<file path="src/rtl/load_store_stage.sv">
// load_store_stage: memory stage after the ALU, one outstanding dmem req/ack, byte lanes and load extension; define MISALIGN_TRAP_EN to trap misaligned H/W accesses.
// Latency: non-mem writeback 1 cycle after accept, mem ops 1 cycle after dmem_ack (min 2); ex_ready is low while a request is outstanding.
module load_store_stage #(
  parameter int XLEN = 32
) (
  input  logic            clk,
  input  logic            reset,
  input  logic            ex_valid,
  output logic            ex_ready,
  input  logic            flush,
  input  logic            is_load,
  input  logic            is_store,
  input  logic [2:0]      mem_funct3,
  input  logic [XLEN-1:0] alu_result,
  input  logic [XLEN-1:0] store_data,
  input  logic [4:0]      rd_addr,
  output logic            wb_valid,
  output logic            wb_we,
  output logic [4:0]      wb_rd,
  output logic [XLEN-1:0] wb_data,
  output logic            dmem_req,
  output logic            dmem_we,
  output logic [XLEN-1:0] dmem_addr,
  output logic [3:0]      dmem_be,
  output logic [XLEN-1:0] dmem_wdata,
  input  logic            dmem_ack,
  input  logic [XLEN-1:0] dmem_rdata,
  output logic            misalign_exc,
  output logic [XLEN-1:0] exc_addr
);

  typedef enum logic {IDLE, REQ} state_t;

  typedef struct packed {
    logic       load;
    logic       kill;
    logic [2:0] funct3;
    logic [1:0] off;
    logic [4:0] rd;
  } pend_t;

  state_t          state_q, state_d;
  pend_t           pend_q;
  logic            active_q;
  logic            accept, is_mem, misaligned;
  logic [3:0]      st_be;
  logic [XLEN-1:0] st_wdata, ld_data;
  logic [7:0]      ld_byte;
  logic [15:0]     ld_half;

  // active_q keeps ex_ready low through reset and releases it the cycle after.
  assign ex_ready = active_q && (state_q == IDLE);
  assign is_mem   = is_load | is_store;
  assign accept   = ex_valid & ex_ready & ~flush;

`ifdef MISALIGN_TRAP_EN
  assign misaligned = is_mem &
                      (((mem_funct3[1:0] == 2'b01) & alu_result[0]) |
                       ((mem_funct3[1:0] == 2'b10) & (|alu_result[1:0])));
`else
  assign misaligned = 1'b0;
`endif

  always_comb begin
    st_be    = 4'b1111;
    st_wdata = store_data;
    if (is_load) begin
      st_wdata = '0;
    end else begin
      unique case (mem_funct3[1:0])
        2'b00: begin
          st_be    = 4'b0001 << alu_result[1:0];
          st_wdata = {4{store_data[7:0]}};
        end
        2'b01: begin
          st_be    = 4'b0011 << {alu_result[1], 1'b0};
          st_wdata = {2{store_data[15:0]}};
        end
        default: ;
      endcase
    end
  end

  always_comb begin
    ld_byte = dmem_rdata[{pend_q.off, 3'b000} +: 8];
    ld_half = dmem_rdata[{pend_q.off[1], 4'b0000} +: 16];
    unique case (pend_q.funct3)
      3'b000:  ld_data = {{24{ld_byte[7]}}, ld_byte};
      3'b001:  ld_data = {{16{ld_half[15]}}, ld_half};
      3'b100:  ld_data = {24'b0, ld_byte};
      3'b101:  ld_data = {16'b0, ld_half};
      default: ld_data = dmem_rdata;
    endcase
  end

  always_ff @(posedge clk) begin
    if (reset) state_q <= IDLE;
    else       state_q <= state_d;
  end

  always_comb begin
    state_d = state_q;
    unique case (state_q)
      IDLE:    if (accept && is_mem && !misaligned) state_d = REQ;
      REQ:     if (dmem_ack) state_d = IDLE;
      default: state_d = IDLE;
    endcase
  end

  always_ff @(posedge clk) begin
    if (reset) begin
      active_q   <= 1'b0;
      wb_valid   <= 1'b0;
      wb_we      <= 1'b0;
      wb_rd      <= '0;
      wb_data    <= '0;
      dmem_req   <= 1'b0;
      dmem_we    <= 1'b0;
      dmem_addr  <= '0;
      dmem_be    <= '0;
      dmem_wdata <= '0;
      pend_q     <= '0;
    end else begin
      active_q <= 1'b1;
      wb_valid <= 1'b0;
      if (accept && !misaligned) begin
        if (is_mem) begin
          dmem_req   <= 1'b1;
          dmem_we    <= is_store;
          dmem_addr  <= {alu_result[XLEN-1:2], 2'b00};
          dmem_be    <= st_be;
          dmem_wdata <= st_wdata;
          pend_q     <= '{load: is_load, kill: 1'b0, funct3: mem_funct3,
                          off: alu_result[1:0], rd: rd_addr};
        end else begin
          wb_valid <= 1'b1;
          wb_we    <= |rd_addr;
          wb_rd    <= rd_addr;
          wb_data  <= alu_result;
        end
      end else if (state_q == REQ) begin
        // A flushed request still completes on the bus; only its writeback is dropped.
        if (flush) pend_q.kill <= 1'b1;
        if (dmem_ack) begin
          dmem_req <= 1'b0;
          if (!(pend_q.kill || flush)) begin
            wb_valid <= 1'b1;
            wb_we    <= pend_q.load & (|pend_q.rd);
            wb_rd    <= pend_q.rd;
            if (pend_q.load) wb_data <= ld_data;
          end
        end
      end
    end
  end

`ifdef MISALIGN_TRAP_EN
  logic            exc_q;
  logic [XLEN-1:0] exc_addr_q;

  always_ff @(posedge clk) begin
    if (reset) begin
      exc_q      <= 1'b0;
      exc_addr_q <= '0;
    end else begin
      exc_q <= accept & misaligned;
      if (accept && misaligned) exc_addr_q <= alu_result;
    end
  end

  assign misalign_exc = exc_q;
  assign exc_addr     = exc_addr_q;
`else
  assign misalign_exc = 1'b0;
  assign exc_addr     = '0;
`endif

endmodule
</file>
<file path="config.mk">
export PLATFORM = sky130hd
export DESIGN_NAME = load_store_stage
export DESIGN_NICKNAME = d
export VERILOG_FILES = /design/src/rtl/load_store_stage.sv
export SDC_FILE = /design/constraint.sdc
export NUM_CORES = 1
export LEC_CHECK = 0
export CAP_MARGIN = 10
export CORE_ASPECT_RATIO = 1.2
export CORE_MARGIN = 5
export CORE_UTILIZATION = 45
export CTS_CLUSTER_DIAMETER = 120
export DETAILED_ROUTE_END_ITERATION = 8
export MAX_ROUTING_LAYER = met4
export PLACE_DENSITY_LB_ADDON = 0.05
export SLEW_MARGIN = 20
export SYNTH_ARGS = -nofsm -noshare
export SYNTH_HDL_FRONTEND = slang
export SYNTH_SLANG_ARGS = --single-unit
</file>
<file path="constraint.sdc">
create_clock -name clk -period 3.3 [get_ports clk]
set_clock_uncertainty 0.15 [all_clocks]
set_input_delay 0.99 -clock clk [delete_from_list [all_inputs] [get_ports clk]]
set_output_delay 0.99 -clock clk [all_outputs]
set_load 0.01 [all_outputs]
</file>
# --- Word level (Yosys, flattened, before mapping) ---
# Index checks and enable logic that the tools add are counted.
totals:
  reg_bits: 121
  latchBits: 0
  ramBits: 0
  romBits: 0
  elab_cells: 87
  memories: 0
classes:
  n_addsub: 0
  mul: 0
  div: 0
  order_cmp: 0
  n_eq_ne: 7
  shifts: 4
  muxes: 38
  bitwise: 6
  reduce_logical: 16
op_table:
  columns: ["operator", "count"]
  rows:
  - ["two-way mux 32 bit", 7]
  - ["one-hot mux 32 bit (4 select lines)", 1]
  - ["one-hot mux 32 bit (2 select lines)", 1]
  - ["indexed part select 32 x 6 -> 16 bit", 1]
  - ["indexed part select 32 x 6 -> 8 bit", 1]
  - ["two-way mux 5 bit", 5]
  - ["two-way mux 1 bit", 20]
  - ["two-way mux 11 bit", 1]
  - ["OR reduction 5 bit", 2]
  - ["one-hot mux 4 bit (2 select lines)", 1]
  - ["nonzero test 2 bit", 4]
  - ["== test 3 bit (second input constant)", 2]
  - ["AND reduction 3 bit", 2]
  - ["AND reduction 5 bit", 1]
  - ["two-way mux 4 bit", 1]
  - ["!= test 2 bit (second input constant)", 2]
  - ["AND reduction 4 bit", 1]
  - ["left shift 1 x 2 -> 4 bit (first input constant)", 1]
  - ["left shift 2 x 2 -> 4 bit (first input constant)", 1]
  - ["AND 1 bit", 3]
  - ["== test 3 x 1 -> 1 bit (second input constant)", 1]
  - ["logical NOT 3 bit", 1]
  - ["== test 2 x 1 -> 1 bit (second input constant)", 1]
  - ["logical AND 1 bit", 2]
  - ["other kinds (7)", 8]

# --- Longest topological paths before layout ---
depth:
  ltp_word: 7
  depth_mapped: 8
  depth_no_buf: 5

# --- Least setup slack after synthesis ---
# OpenSTA, ideal clock, no wires.
synth_timing:
  path_kind: "input -> register"
  start: "in dmem_ack"
  end: "reg wb_data[19]"
  setup_ns: 0.132
  arrival_ns: 2.284
  setup_slack_ns: 0.734
  path_stages: 8
  path_buffers: 3
  cell_sequence: "nand2_2 > or4b_1 > buf_2 > a21oi_4 > or2_1 > buf_6 > buf_8 > o32ai_1"
synth_between:
  elab_chain_cells: 2
synth_rtl:
  columns: ["element", "line_no", "source"]
  rows:
  - ["start, declared", "26", "input logic dmem_ack,"]
  - ["nonzero test 2 bit (no source line)", null, null]
  - ["AND reduction 5 bit (no source line)", null, null]
  - ["end signal, assigned", "139", "wb_data <= alu_result;"]
  - ["end signal, assigned", "150", "if (pend_q.load) wb_data <= ld_data;"]
  - ["end, declared", "20", "output logic [XLEN-1:0] wb_data,"]
# Every way passes these cells.
# A chain may end at the register's enable or synchronous reset.

# --- Worst setup path after layout ---
layout_timing:
  start: "in flush"
  end: "reg dmem_wdata[11]"
layout_between:
  elab_chain_cells: 3
layout_rtl:
  columns: ["element", "line_no", "source"]
  rows:
  - ["start, declared", "10", "input logic flush,"]
  - ["NOT 1 bit", "54", "assign accept = ex_valid & ex_ready & ~flush;"]
  - ["AND 1 bit", "54", null]
  - ["AND reduction 2 bit (no source line)", null, null]
  - ["end signal, assigned", "132", "dmem_wdata <= st_wdata;"]
  - ["end, declared", "25", "output logic [XLEN-1:0] dmem_wdata,"]
# Every way passes these cells.

==> impl_metrics.toml <==
[synthesis]
synth_top_family_by_area = "compound AO/OA/AOI/OAI gates"
synth_compound_area_share_pct = 26.0
synth_async_sr_flop_share_pct = 0
synth_top_cell_by_area = "dfxtp_1"
synthMuxAreaShare_pct = 5.85
syn_area_mm2 = 0.00588
synth_top_area_share_pct = 41.2
ys_seq_area_share_pct = 41.2
ys.warnings.count = 0
avgSynthCellArea_um2 = 7.82
synth_simple_gate_area_share_pct = 15.3
syn_inst = 752
synthXorXnorAreaFrac_pct = 0
synth.area.top_cells = "dfxtp_1, a21oi_1, nand2_1, buf_4, mux2i_1"
synthAdderAreaFrac_pct = 0
ys.flop_type = "dfxtp_1"
synth-seq-cells = 121
synth_edf_count = 0
yosysUniqueCellTypes = 50

[global_route]
grt_pass1_vias = 6156
grt_max_degree = 91
grt_pass1_wl_um = 31400
antenna_found_initial = 0
grt_usage_pct = 26.2
grt.busiest_layer = "met2"
grt_overflow = 0
gr-usage-met1_pct = 28.4
met2_usage_pct = 45.8
gr-usage-met3_pct = 7.64

[power]
comb_power_share_pct = 14.3
p_total_mw = 3.96
ir_worst_vdd_mv = 0.296
power.density_mw_per_mm2 = 455
p_leak_nw = 3.19
p_clk_share_pct = 47.0
seq_power_share_pct = 38.8
swShare_pct = 25.6
p_int_mw = 2.94
p_sw_mw = 1.01

[timing]
slew_violations = 0
tns_ns = 0
max_clock_freq_mhz = 351
slew_headroom_pct = 42.8
finalHoldViolCount = 0
rsz0062_at_grt = "no"
worst_pin_slew_ns = 0.856
setup_viol = 0
post-route-min-period_ns = 2.85
setup_ws_ns = 0.454
period_share_pct = 86.3

[critical_path]
worst_ep_required_time_ns = 3.50
worst_setup_path_end_kind = "register"
critical-path-max-stage-delay_ns = 0.62
critical_path.startpoint_type = "input pin"
crit_type = "input pin to register"
critPathMostFrequentCell = "a21oi_1"
cpMaxStageDelayCell = "and4bb_2"
crit_chain = "clkdlybuf4s50_1 -> and4bb_2 -> nand3b_1 -> a21oi_1 -> o21ai_0 -> a21oi_1"
arrival_ns = 3.04
critPathMaxFanout = 16
ff2ff_setup_slack_ns = 0.65

[clocking]
cts_buffers = 17
cts.sinks = 121
cts_resized = 0
htreeDepth = 4
clk-insertion-delay-late_ns = 0.41
clk_pin_slew_ns = 0.06
cts_hold_buffers = 0
clk_path_buf_depth = 2
cts_setup_buffers = 0
cts_tree = "built"
root_buffer = "clkbuf_16"

[drt]
drt_drc_violations_left = 0
vias_per_cell = 5.45
detail_route.wl_per_cell_um = 18.0
antenna_left = 0
dr.pass1.iters = 5
wl_um = 20300
initialDrtViolationCount = 261
vias = 6138

[run_status]
status = "completed"

[die]
die_x_um = 114
pin_count = 254
rows = 45
die_area_mm2 = 0.0155
core_mm2 = 0.0127
initial_utilization_pct = 46.2
die_height_um = 135

[finish]
area_growth_pct = 47.7
antennaDiodeCount = 0
fin_cells = 1127
layout.nets = 1061
fillers = 1086
utilization_pct = 68.3
drive_above_1_share_pct = 7.37

[run]
drv_cap = 0

[placement]
gp_congestion = 0.891
hpwlAfterDp_um = 15000
placed_cells = 1095
pre_cts_slack_ns = 0.0454
port_buffers = 218

[hold_path]
hp-class = "register to register"
==> final timing paths <==
check | start | endpoint | cells past startpoint
worst min-delay path | dmem_wdata[10] | dmem_wdata[10] | 2
worst max-delay path | flush | dmem_wdata[11] | 6
worst min register to register | dmem_wdata[10] | dmem_wdata[10] | 2
worst max register to register | pend_q[6] | wb_data[28] | 5
==> layout by cell type, fill, tap and decap left out, types with 13 or more instances in the layout <==
| master | instances |
|---|---|
| nor2_1 | 42 |
| o32ai_1 | 16 |
| clkbuf_16 | 17 |
| conb_1 | 35 |
| a21oi_1 | 138 |
| inv_1 | 37 |
| buf_4 | 21 |
| o22ai_1 | 13 |
| dfxtp_1 | 121 |
| clkdlybuf4s50_1 | 217 |
| o21ai_0 | 37 |
| nand2_1 | 112 |
| mux2i_1 | 25 |
==> layout make-up <==
type	count	area, um^2	share of cell area [%]
Multi-Input combinational cell	530	2930	33.7
Sequential cell	121	2420	27.9
Timing Repair Buffer	242	2390	27.6
Clock buffer	19	453	5.21
Tap cell	164	205	2.36
Clock inverter	13	143	1.64
Inverter	38	143	1.64
==> critical path, delay by kind of cell <==
kind | cells | cell delay [ns]
AND/OR/NAND/NOR | 2 | 0.97
AO/OA/AOI/OAI | 3 | 0.57
buffers and inverters | 1 | 0.51
==> power by group through the flow <==
stage                     clock network (mW)  logic (mW)  registers, mW
after CTS                               1.88       0.563           1.53
after detailed placement                   0       0.560           1.56
after global routing                    1.95       0.608           1.54
final                                   1.86       0.565           1.53
after floorplan                            0       0.270           1.57
after global placement                     0       0.552           1.56
==> registers in the layout, indices dropped and copies added, names as in the netlist <==
name,count
active_q,1
dmem_addr,30
dmem_be,4
dmem_req,1
dmem_wdata,32
dmem_we,1
pend_q,12
state_q,1
wb_data,32
wb_rd,5
wb_valid,1
wb_we,1
==> through the flow <==
step	cell area (um^2)	hold slack (ns)
global route	8690	0.322
finish	8690	0.302
detailed placement	8100	0.295
CTS	8690	0.303
global placement	8100	0.288
floorplan	6010	0.294
==> metal layers <==
metal  part of all wire [%]  up-vias
met4                    2.5        0
met2                     51      245
met1                     39     2897
met5                      0        -
li1                       -     2958
met3                    7.3       38
==> cell families (layout without fill, tap and decap cells) <==
group                  Yosys count  after routing
AO/OA/AOI/OAI                  259            259
AND/OR/NAND/NOR                204            204
buffers and inverters          135            312
flip-flops                     121            121
multiplexers                    32             32
other                            1             35
==> synthesized netlist by cell type, drive strengths merged, types with 2 or more instances <==
master   count
a2111oi      2
a211o        6
a211oi       8
a21o         8
a21oi      139
a22oi        8
a311oi       8
a31oi        7
buf         60
clkbuf      37
dfxtp      121
inv         37
mux2         6
mux2i       25
nand2      113
nand2b      11
nand3        8
nor2        43
nor2b        4
nor3        11
o211ai       3
o21ai       38
o22ai       13
o32ai       16
or4          2
Note: power is estimated with default switching activity, not from simulation.
